### config.mk
export PLATFORM = sky130hd
export DESIGN_NAME = uc_microc_flat
export DESIGN_NICKNAME = d
export VERILOG_FILES = /design/src/rtl/uc_microc_if.sv /design/src/rtl/uc_microc.sv /design/src/flat_wrapper.sv
export SDC_FILE = /design/constraint.sdc
export NUM_CORES = 1
export LEC_CHECK = 0
export BUFFER_PORTS_ARGS = -buffer_cell sky130_fd_sc_hd__buf_2
export CORE_AREA = 2 2 75 77
export CTS_CLUSTER_SIZE = 8
export DETAILED_ROUTE_END_ITERATION = 6
export DIE_AREA = 0 0 77 79
export PLACE_DENSITY = 0.59
export SYNTH_ARGS = -nofsm -noshare
export SYNTH_HDL_FRONTEND = slang
export SYNTH_SLANG_ARGS = --single-unit
### constraint.sdc
create_clock -name clk -period 4.27 [get_ports clk]
set_clock_uncertainty 0.1 [all_clocks]
set_input_delay 0.2135 -clock clk [delete_from_list [all_inputs] [get_ports clk]]
set_output_delay 0.2135 -clock clk [all_outputs]
set_load 0.01 [all_outputs]
### src/rtl/uc_microc_if.sv
// ---------------------------------------------------------------------------
// uc_microc_if
//   Bundle between the single-cycle datapath and its control unit.
//   master : datapath side. Drives opcode, z_alu and pc_plus1, and receives
//            the decoded controls, the return address and the status outputs.
//   slave  : control-unit side (uc_microc).
//   Signals
//     opcode   [5:0]      instruction[15:10]
//     z_alu               combinational ALU zero output
//     pc_plus1 [AW-1:0]   PC+1, the return address pushed by JAL
//     s_pc     [1:0]      PC source: 00 PC+1, 01 instruction[9:0], 10 ret_addr
//     s_inm               register write data = instruction[11:4]
//     we3                 register-file write enable
//     wez                 zero-flag update enable
//     op       [2:0]      ALU operation
//     ret_addr [AW-1:0]   top of the return stack (0 when empty)
//     z_flag              registered zero flag
//     sp                  return-stack occupancy
//     stk_ovf / stk_unf   sticky overflow / underflow flags
//     illegal             current opcode is undefined
// ---------------------------------------------------------------------------
interface uc_microc_if #(
    parameter int DEPTH = 4,
    parameter int AW    = 10
);
    logic [5:0]              opcode;
    logic                    z_alu;
    logic [AW-1:0]           pc_plus1;
    logic [1:0]              s_pc;
    logic                    s_inm;
    logic                    we3;
    logic                    wez;
    logic [2:0]              op;
    logic [AW-1:0]           ret_addr;
    logic                    z_flag;
    logic [$clog2(DEPTH):0]  sp;
    logic                    stk_ovf;
    logic                    stk_unf;
    logic                    illegal;

    modport master (
        output opcode, z_alu, pc_plus1,
        input  s_pc, s_inm, we3, wez, op, ret_addr, z_flag, sp,
               stk_ovf, stk_unf, illegal
    );

    modport slave (
        input  opcode, z_alu, pc_plus1,
        output s_pc, s_inm, we3, wez, op, ret_addr, z_flag, sp,
               stk_ovf, stk_unf, illegal
    );
endinterface

### src/rtl/uc_microc.sv
// ---------------------------------------------------------------------------
// uc_microc
//   Control unit for the single-cycle microcontroller datapath. Decodes the
//   opcode combinationally into datapath controls, holds the zero flag and a
//   return-address stack that adds JAL / RET to the datapath's jump.
//   Ports
//     clk    rising-edge clock
//     reset  synchronous, active-high; forces safe controls while asserted
//     bus    uc_microc_if.slave (opcode, z_alu, pc_plus1 in; controls,
//            ret_addr, z_flag, sp, stk_ovf, stk_unf, illegal out)
// ---------------------------------------------------------------------------
module uc_microc #(
    parameter int DEPTH = 4,
    parameter int AW    = 10
) (
    input  logic        clk,
    input  logic        reset,
    uc_microc_if.slave  bus
);
    localparam int AI  = $clog2(DEPTH);
    localparam int SPW = AI + 1;

    logic [AW-1:0]  stack_mem [DEPTH];
    logic [SPW-1:0] sp_q;
    logic           z_q;
    logic           ovf_q;
    logic           unf_q;

    logic           stk_empty;
    logic           stk_full;
    logic [AI-1:0]  top_idx;

    logic [1:0]     s_pc_d;
    logic           we3_d;
    logic           wez_d;
    logic           inm_d;
    logic [2:0]     op_d;
    logic           ill_d;
    logic           is_jal;
    logic           is_ret;

    assign stk_empty = (sp_q == '0);
    assign stk_full  = (sp_q == SPW'(DEPTH));
    // When full, sp[AI-1:0] wraps to 0, so subtracting one still lands on
    // the last entry.
    assign top_idx   = sp_q[AI-1:0] - AI'(1);

    always_comb begin
        s_pc_d = 2'b00;
        we3_d  = 1'b0;
        wez_d  = 1'b0;
        inm_d  = 1'b0;
        op_d   = 3'b000;
        ill_d  = 1'b0;
        is_jal = 1'b0;
        is_ret = 1'b0;
        casez (bus.opcode)
            6'b000000: ;
            6'b0001??: begin
                we3_d = 1'b1;
                inm_d = 1'b1;
            end
            6'b001???: begin
                we3_d = 1'b1;
                wez_d = 1'b1;
                op_d  = bus.opcode[2:0];
            end
            6'b010000: s_pc_d = 2'b01;
            6'b010001: s_pc_d = z_q ? 2'b01 : 2'b00;
            6'b010010: s_pc_d = z_q ? 2'b00 : 2'b01;
            6'b010011: begin
                is_jal = 1'b1;
                s_pc_d = 2'b01;
            end
            6'b010100: begin
                is_ret = 1'b1;
                s_pc_d = stk_empty ? 2'b00 : 2'b10;
            end
            default:   ill_d = 1'b1;
        endcase
    end

    assign bus.s_pc     = reset ? 2'b00 : s_pc_d;
    assign bus.we3      = reset ? 1'b0  : we3_d;
    assign bus.wez      = reset ? 1'b0  : wez_d;
    assign bus.s_inm    = reset ? 1'b0  : inm_d;
    assign bus.op       = reset ? 3'b000 : op_d;
    assign bus.illegal  = ill_d;
    assign bus.ret_addr = (reset || stk_empty) ? '0 : stack_mem[top_idx];
    assign bus.z_flag   = z_q;
    assign bus.sp       = sp_q;
    assign bus.stk_ovf  = ovf_q;
    assign bus.stk_unf  = unf_q;

    always_ff @(posedge clk) begin
        if (reset) begin
            z_q   <= 1'b0;
            sp_q  <= '0;
            ovf_q <= 1'b0;
            unf_q <= 1'b0;
        end else begin
            if (wez_d)
                z_q <= bus.z_alu;
            if (is_jal) begin
                if (stk_full)
                    ovf_q <= 1'b1;
                else
                    sp_q <= sp_q + SPW'(1);
            end
            if (is_ret) begin
                if (stk_empty)
                    unf_q <= 1'b1;
                else
                    sp_q <= sp_q - SPW'(1);
            end
        end
    end

    // Entries are left uncleared: with sp=0 nothing can read them.
    always_ff @(posedge clk) begin
        if (!reset && is_jal && !stk_full)
            stack_mem[sp_q[AI-1:0]] <= bus.pc_plus1;
    end
endmodule

### src/flat_wrapper.sv
// flat-port wrapper written by rule: the top's interface ports become plain ports
module uc_microc_flat 
#(
    parameter int DEPTH = 4,
    parameter int AW    = 10
)
  (clk, reset, bus_opcode, bus_z_alu, bus_pc_plus1, bus_s_pc, bus_s_inm, bus_we3, bus_wez, bus_op, bus_ret_addr, bus_z_flag, bus_sp, bus_stk_ovf, bus_stk_unf, bus_illegal);
  uc_microc_if #(.DEPTH(DEPTH), .AW(AW)) bus_i ();
  input  logic clk;
  input  logic reset;
  input wire logic [$bits(bus_i.opcode)-1:0] bus_opcode;
  input wire logic [$bits(bus_i.z_alu)-1:0] bus_z_alu;
  input wire logic [$bits(bus_i.pc_plus1)-1:0] bus_pc_plus1;
  output wire logic [$bits(bus_i.s_pc)-1:0] bus_s_pc;
  output wire logic [$bits(bus_i.s_inm)-1:0] bus_s_inm;
  output wire logic [$bits(bus_i.we3)-1:0] bus_we3;
  output wire logic [$bits(bus_i.wez)-1:0] bus_wez;
  output wire logic [$bits(bus_i.op)-1:0] bus_op;
  output wire logic [$bits(bus_i.ret_addr)-1:0] bus_ret_addr;
  output wire logic [$bits(bus_i.z_flag)-1:0] bus_z_flag;
  output wire logic [$bits(bus_i.sp)-1:0] bus_sp;
  output wire logic [$bits(bus_i.stk_ovf)-1:0] bus_stk_ovf;
  output wire logic [$bits(bus_i.stk_unf)-1:0] bus_stk_unf;
  output wire logic [$bits(bus_i.illegal)-1:0] bus_illegal;
  assign bus_i.opcode = bus_opcode;
  assign bus_i.z_alu = bus_z_alu;
  assign bus_i.pc_plus1 = bus_pc_plus1;
  assign bus_s_pc = bus_i.s_pc;
  assign bus_s_inm = bus_i.s_inm;
  assign bus_we3 = bus_i.we3;
  assign bus_wez = bus_i.wez;
  assign bus_op = bus_i.op;
  assign bus_ret_addr = bus_i.ret_addr;
  assign bus_z_flag = bus_i.z_flag;
  assign bus_sp = bus_i.sp;
  assign bus_stk_ovf = bus_i.stk_ovf;
  assign bus_stk_unf = bus_i.stk_unf;
  assign bus_illegal = bus_i.illegal;
  uc_microc #(.DEPTH(DEPTH), .AW(AW)) u_core (.clk(clk), .reset(reset), .bus(bus_i));
endmodule
**After elaboration in Yosys (flattened, before gate mapping)**

Memories as Yosys holds them, arrays and structs flattened.
Cells that the tools add are included.

- $add $sub $neg: 3
- Eq/ne operators: 8
- Muxes and demuxes: 23
- Reduce and logical (&&, ||, !) cells: 12

Operators by type and width:

| cell | count |
|---|---|
| $eq A6 B5 Y1 const B | 5 |
| $mux W3 | 6 |
| $mux W1 | 13 |
| $mux W10 | 1 |
| $pmux W2 S4 | 1 |
| $reduce_or A8 Y1 | 1 |
| $logic_not A6 Y1 | 1 |
| $eq A4 B1 Y1 const B | 1 |
| $mux W2 | 2 |
| $reduce_and A2 Y1 | 2 |
| $reduce_or A2 Y1 | 2 |
| $add A3 B1 Y3 const B | 1 |
| $eq A3 B1 Y1 const B | 1 |
| $eq A3 B3 Y1 const B | 1 |
| $logic_not A3 Y1 | 1 |
| $sub A3 B1 Y3 const B | 1 |
| $logic_and A1 B1 Y1 | 2 |
| $logic_not A1 Y1 | 2 |
| $sub A2 B1 Y2 const B | 1 |
| $logic_or A1 B1 Y1 | 1 |

- Bits in registers: 6
- Memory bits (writable): 40
- Output and inout port bits: 25
- Memories kept: 1

Memory list:

| memory | words | width | rd ports | clocked after memory_dff | write ports | line | RTL |
|---|---|---|---|---|---|---|---|
| u_core.stack_mem | 4 | 10 | 1 | 0 | 1 | uc_microc.sv:23 | `logic [AW-1:0] stack_mem [DEPTH];` |

**Depth between registers and ports, before layout**

Gate-level depths: netlist (run 1).

- Depth after elaboration: 6
- Depth in mapped cells: 7
- Mapped depth without buffers: 6

**Worst setup path before layout (run 1)**

Ideal clock, no wire load.

- Kind: register to output
- Start point: register u_core.sp_q[0], in the netlist u_core.bus.sp[0]
- End point: output port bus_ret_addr[0]
- Data arrival time: 1973 ps
- Data required time: 3957 ps
- Slack: 1984 ps
- Stages on the path, launching flop included: 7
- Path through: dfxtp_1 > buf_4 > inv_1 > ha_1 > buf_1 > mux4_2 > nor2b_1

- Cells in the longest elaborated chain, start to end: 3
- Elaborated cells between the ends (all ways): 5

RTL lines:

| what | line | RTL |
|---|---|---|
| start, declared | uc_microc.sv:24 | `logic [SPW-1:0] sp_q;` |
| start signal, assigned | uc_microc.sv:108 | `sp_q <= sp_q + SPW'(1);` |
| start signal, assigned | uc_microc.sv:114 | `sp_q <= sp_q - SPW'(1);` |
| $sub A2 B1 Y2 or $logic_not A3 Y1 (tied branches) | uc_microc.sv:46, uc_microc.sv:42 |  |
| $mem_v2 Z4 W10 or $logic_or A1 B1 Y1 (tied branches) | n/a |  |
| $mux W10 * | uc_microc.sv:89 | `assign bus.ret_addr = (reset \|\| stk_empty) ? '0 : stack_mem[top_idx];` |
| end, declared | flat_wrapper.sv:19 | `output wire logic [$bits(bus_i.ret_addr)-1:0] bus_ret_addr;` |

Mark *: on every way between the ends. The rest lies on a longest branch, timed or not.

**Worst setup path in the final report (run 1)**

- Start point: register u_core.sp_q[1], in the netlist u_core.bus.sp[1]
- End point: output port bus_ret_addr[5]

The elaborated chain is that of the path after synthesis.

==> impl_metrics.ini, run 1 <==
[global_route]
grt_most_used_layer = met2
gr-usage-met1 = 0.175
grt-ovfl-total = 0
grt_pass1_vias = 1294
grt_max_degree = 16
grt_pass1_wl_mm = 6.57
antenna_found_initial = 0
met2_usage = 0.233
grtUsageMet3 = 0.0455
grt_use_total = 0.142

[cts]
clock_latency_ns = 0.30
ctsResizeCount = 0
clkTransAtPathRegs_ns = 0.10
ctsLongestPathBuffers = 2
ctsHoldBuffers = 0
h-tree-depth = 2
cts_tree = built
cts_buffers = 5
postCtsSetupBuffers = 0
cts_sinks = 46
cts_root_buf = clkbuf_8

[worst_setup_path]
cp_max_fo = 12
cp-end-kind = output pin
crit_end = bus_ret_addr[5]
critPathLaunch = u_core.bus.sp[1]
worst_r2r_path_depth = 5
required_ns = 3.96
r2r_setup_slack_ns = 2.15
crit_arrival_ns = 2.17
crit_path_start_kind = flip-flop
worstSetupPathType = flip-flop to output pin
rr_endpoint = u_core.stack_mem[3][9]
worstReg2RegStart = u_core.bus.sp[1]

[logic_synthesis]
synth_area_um2 = 2070
yosys_register_bits = 46
synthesis.nets = 159
synth_cell_types = 37
yosysWarningCount = 0
synth_common_cells = 40 x edfxtp_1, 11 x nor2b_1, 10 x mux4_2, 10 x nor2_1
synth_cells = 135
synth-async-reset-ratio = 0
synth_edf_count = 40
synth_top_area_frac = 0.580
syn_avg_cell_area_um2 = 15.3
synth_most_common_cell = edfxtp_1
synthTopCellsByArea = edfxtp_1 58%, mux4_2 11%, dfxtp_1 5.8%
synth_top_flop_cell = edfxtp_1
synth_largest_area_cell = edfxtp_1
ys_seq_area_frac = 0.638

[floorplanning]
rows = 27
initial_core_util = 0.388
core_area_um2 = 5340
ioPinCount = 44
die_x_um = 77
fp.dieH_um = 79
dieArea_um2 = 6080

[run]
drv_cap = 0

[placement]
post-place-cells = 247
portBuffers = 43
routabilityCongestion = 0.864
dp_slack_ns = 2.11

[drt]
via_per_inst = 4.98
drt_iter0_markers = 65
wl_mm = 4.00
drtPass1Iterations = 4
routedWlPerCell_um = 15.7
ant_nets = 0
via_count = 1270
drcViolationCount = 0

[final_layout]
fin_cells = 255
final_util = 0.459
layout-drive-gt1-share = 0.383
fillCellCount = 493
syn_to_final_growth_pct = 18.5
diodes = 0
nNetsFinal = 206

[sta]
worstMarginPinSlew_ns = 0.556
period_share = 0.581
finalSetupTns_ns = 0
rsz0062_at_grt = no
hold_viol_final = 0
setup_ws_ns = 1.79
fmax_ghz = 0.403
finalMaxSlewViolations = 0
max_slew_margin = 0.629
fin_crit_ns = 2.48
holdWs_ns = 0.0182
finalSetupViolCount = 0

[power_and_ir_drop]
p_leak_uw = 0.000918
power_density_nw_per_um2 = 353
max-vdd-ir-drop_uv = 225

[min_path]
min_path_cells = 1
worst_hold_path_type = primary input to flip-flop

[status]
outcome = finished clean
==> worst min path at each step <==
| stage | from | to | slack, ns |
|---|---|---|---|
| final | bus_pc_plus1[9] | u_core.stack_mem[0][9] | 0.02 |
| after detailed placement | bus_pc_plus1[2] | u_core.stack_mem[1][2] | 0.33 |
| after floorplan | bus_pc_plus1[0] | u_core.stack_mem[0][0] | 0.21 |
| after global placement | bus_pc_plus1[2] | u_core.stack_mem[3][2] | 0.33 |
| after CTS | bus_pc_plus1[9] | u_core.stack_mem[0][9] | 0.01 |
| after global routing | bus_pc_plus1[2] | u_core.stack_mem[0][2] | 0.02 |
==> routing by layer <==
| metal | part of all wire | up-vias |
|---|---|---|
| li1 | - | 609 |
| met1 | 0.46 | 612 |
| met2 | 0.46 | 44 |
| met3 | 0.064 | 5 |
| met4 | 0.016 | 0 |
| met5 | 0 | - |
==> critical path, cell delays in order, from the launching register on <==
cell and delay [ns]:
dfxtp_1 0.42, inv_1 0.10, ha_1 0.63, mux4_2 0.39
nor2b_1 0.15, buf_2 0.16
==> report_power, final <==
part | internal (uW) | total [uW] | switching (uW)
Clock | 115 | 271 | 156
Combinational | 44.5 | 100 | 55.5
Sequential | 490 | 494 | 3.38
Total | 650 | 865 | 215
==> state kept, by name (all words and copies together) (netlist names) <==
signal / flops
u_core.bus.sp: 3
u_core.bus.stk_unf: 1
u_core.bus.z_flag: 1
u_core.stack_mem: 40
u_core.bus.stk_ovf: 1
==> area by class of cell <==
class,instances,area [um^2],share of cell area
multi-input cells,80,709,0.289
repair buffers,44,223,0.0908
well taps,72,90.1,0.0367
inverters,5,18.8,0.00765
clock inverters,3,21.3,0.00867
flip-flops and latches,46,1320,0.539
clock buffers,5,68.8,0.0281
==> metrics by stage <==
| step | area, um^2 | total power [uW] |
|---|---|---|
| finish | 2450 | 865 |
| global placement | 2360 | 604 |
| global route | 2450 | 899 |
| CTS | 2450 | 871 |
| floorplan | 2070 | 566 |
| detailed placement | 2360 | 605 |
==> layout by cell type, fill, tap and decap left out, types with 6 or more instances in the layout <==
master / Yosys / routed
buf_2: 1 / 43
mux4_2: 10 / 10
nor2_1: 10 / 10
dfxtp_1: 6 / 6
nand2_1: 6 / 6
nor2b_1: 11 / 11
edfxtp_1: 40 / 40
==> cells by family after synthesis <==
family	count (synthesis)	share of synthesized area
and+or+nand+nor	49	0.144
DFF	46	0.638
AOI/OAI and AO/OA	14	0.0490
muxes	12	0.119
buffers and inverters	9	0.0187
adders and majority gates	5	0.0302
Note: power is estimated with default switching activity, not from simulation.
==> inputs of run 2 (changes only) <==
PLACE_DENSITY = 0.61   (was 0.59)
clock period = 2.26 ns   (was 4.27 ns; I/O delays follow)
==> run 2 against run 1 <==
Wire length increased by 1.7%. Critical endpoint is now bus_ret_addr[3]. First-iteration DRC count decreased by 9.2%. Worst setup slack got worse by 1.6 ns. Critical path type unchanged. Clock-buffer cell count increased by 1. Non-clock buffer count increased by 18. Highest routed layer unchanged. Total power increased by 100%. Combinational power increased by 120%. Clock power increased by 120%. Sequential share of layout area decreased by 4.0 points. Utilization increased by 3.7 points. Hold slack improved by 0.021 ns.
==> impl_metrics.ini, run 2 (synthesized netlist as in run 1, its figures left out) <==
[status]
outcome = finished clean

[drt]
wl_mm = 4.06
drt_iter0_markers = 59
drcViolationCount = 0
via_per_inst = 4.86
via_count = 1327
drtPass1Iterations = 4
routedWlPerCell_um = 14.9
ant_nets = 0

[cts]
cts_root_buf = clkbuf_8
clkTransAtPathRegs_ns = 0.08
postCtsSetupBuffers = 0
cts_sinks = 46
cts_buffers = 5
cts_tree = built
clock_latency_ns = 0.29
h-tree-depth = 2
ctsLongestPathBuffers = 2

[final_layout]
fin_cells = 273
diodes = 0
fillCellCount = 481
largest_reg_flops = 40
nNetsFinal = 224
layout-drive-gt1-share = 0.383
syn_to_final_growth_pct = 27.9
ff_latch_area_um2 = 1320
final_cell_mix = 43 x buf_2, 40 x edfxtp_1, 11 x nor2b_1, 11 x dlygate4sd3_1
mostFrequentLayoutCell = buf_2
multiInputGateArea_um2 = 722
final_util = 0.496

[sta]
period_share = 0.925
max_slew_margin = 0.705
fmax_ghz = 0.478
rsz0062_at_grt = no
finalMaxSlewViolations = 0
worstMarginPinSlew_ns = 0.439
fin_crit_ns = 2.09
hold_viol_final = 0
finalSetupTns_ns = 0
finalSetupViolCount = 0

[placement]
post-place-cells = 254
dp_hpwl_mm = 2.89
routabilityCongestion = 0.862
portBuffers = 43

[global_route]
grt_use_total = 0.143
grt_pass1_vias = 1353
antenna_found_initial = 0
grt-ovfl-total = 0
grt_pass1_wl_mm = 6.67
grt_max_degree = 15

[floorplanning]
ioPinCount = 44
die_x_um = 77
dieArea_um2 = 6080
fp.dieH_um = 79
rows = 27
initial_core_util = 0.388
core_area_um2 = 5340

[worst_setup_path]
cp_slowest_cell = dfxtp_1
crit_path_start_kind = flip-flop
cp_max_fo = 12
crit_arrival_ns = 1.88
crit_path_max_incr_delay_ns = 0.43
required_ns = 2.05
worstPathCellList = inv_1, ha_4, mux4_2, nor2b_1, buf_2
worstSetupPathType = flip-flop to output pin
cp-end-kind = output pin

[power_and_ir_drop]
power_density_nw_per_um2 = 659
power_uw = 1750
max-vdd-ir-drop_uv = 416
p_leak_uw = 0.00101

[run]
drv_cap = 0

[min_path]
worst_hold_path_type = primary input to flip-flop
-- run 2: per-stage QoR --
stage                     instance area (um^2)  hold WS (ns)  setup WS [ns]
after floorplan                           2070         0.112         0.0745
after global placement                    2410         0.222          0.263
after detailed placement                  2410         0.229          0.188
after CTS                                 2640        0.0344        0.00113
after global routing                      2650        0.0420         0.0629
final                                     2650        0.0392          0.170
-- run 2: path summary, 6_finish.rpt --
check	start	to	slack [ns]	depth (start not counted)
max reg2reg	u_core.bus.sp[1]	u_core.stack_mem[3][7]	0.39	6
max	u_core.bus.sp[1]	bus_ret_addr[3]	0.17	5
min reg2reg	u_core.bus.stk_unf	u_core.bus.stk_unf	0.38	2
min	reset	u_core.bus.z_flag	0.04	2
-- run 2: critical path, delay by kind of cell (launching register included) --
| family | cells | cell delay (ns) |
|---|---|---|
| adders and majority gates | 1 | 0.40 |
| muxes | 1 | 0.32 |
| and+or+nand+nor | 1 | 0.14 |
| DFF | 1 | 0.43 |
| buffers and inverters | 2 | 0.28 |
-- run 2: power by group --
part	internal, uW	switching [uW]
clock	330	265
sequential	926	6.76
combinational	107	111
total	1360	382
-- run 2: what timing repair did --
| action | in CTS | in global routing |
|---|---|---|
| endpoints found under the setup margin | 10 | 10 |
| gates resized for setup | 1 | 1 |
| gates cloned | 0 | 0 |
| hold buffers | 11 | 0 |
| endpoints found under the hold margin | 41 | 0 |
-- run 2: area by class of cell --
class / instances / area share
Tap cell: 72 / 0.0340
Sequential cell: 46 / 0.499
Clock buffer: 6 / 0.0274
Multi-Input combinational cell: 80 / 0.273
Timing Repair Buffer: 62 / 0.146
Clock inverter: 2 / 0.0142
Inverter: 5 / 0.00709
-- run 2: per-layer routing --
layer  global-route usage  routed length [um]  vias up
met1                0.169                1800      637
li1                     -                   -      643
met4               0.0536                  64        0
met3               0.0318                 194        5
met5                    0                   0        -
met2                0.257                2000       42
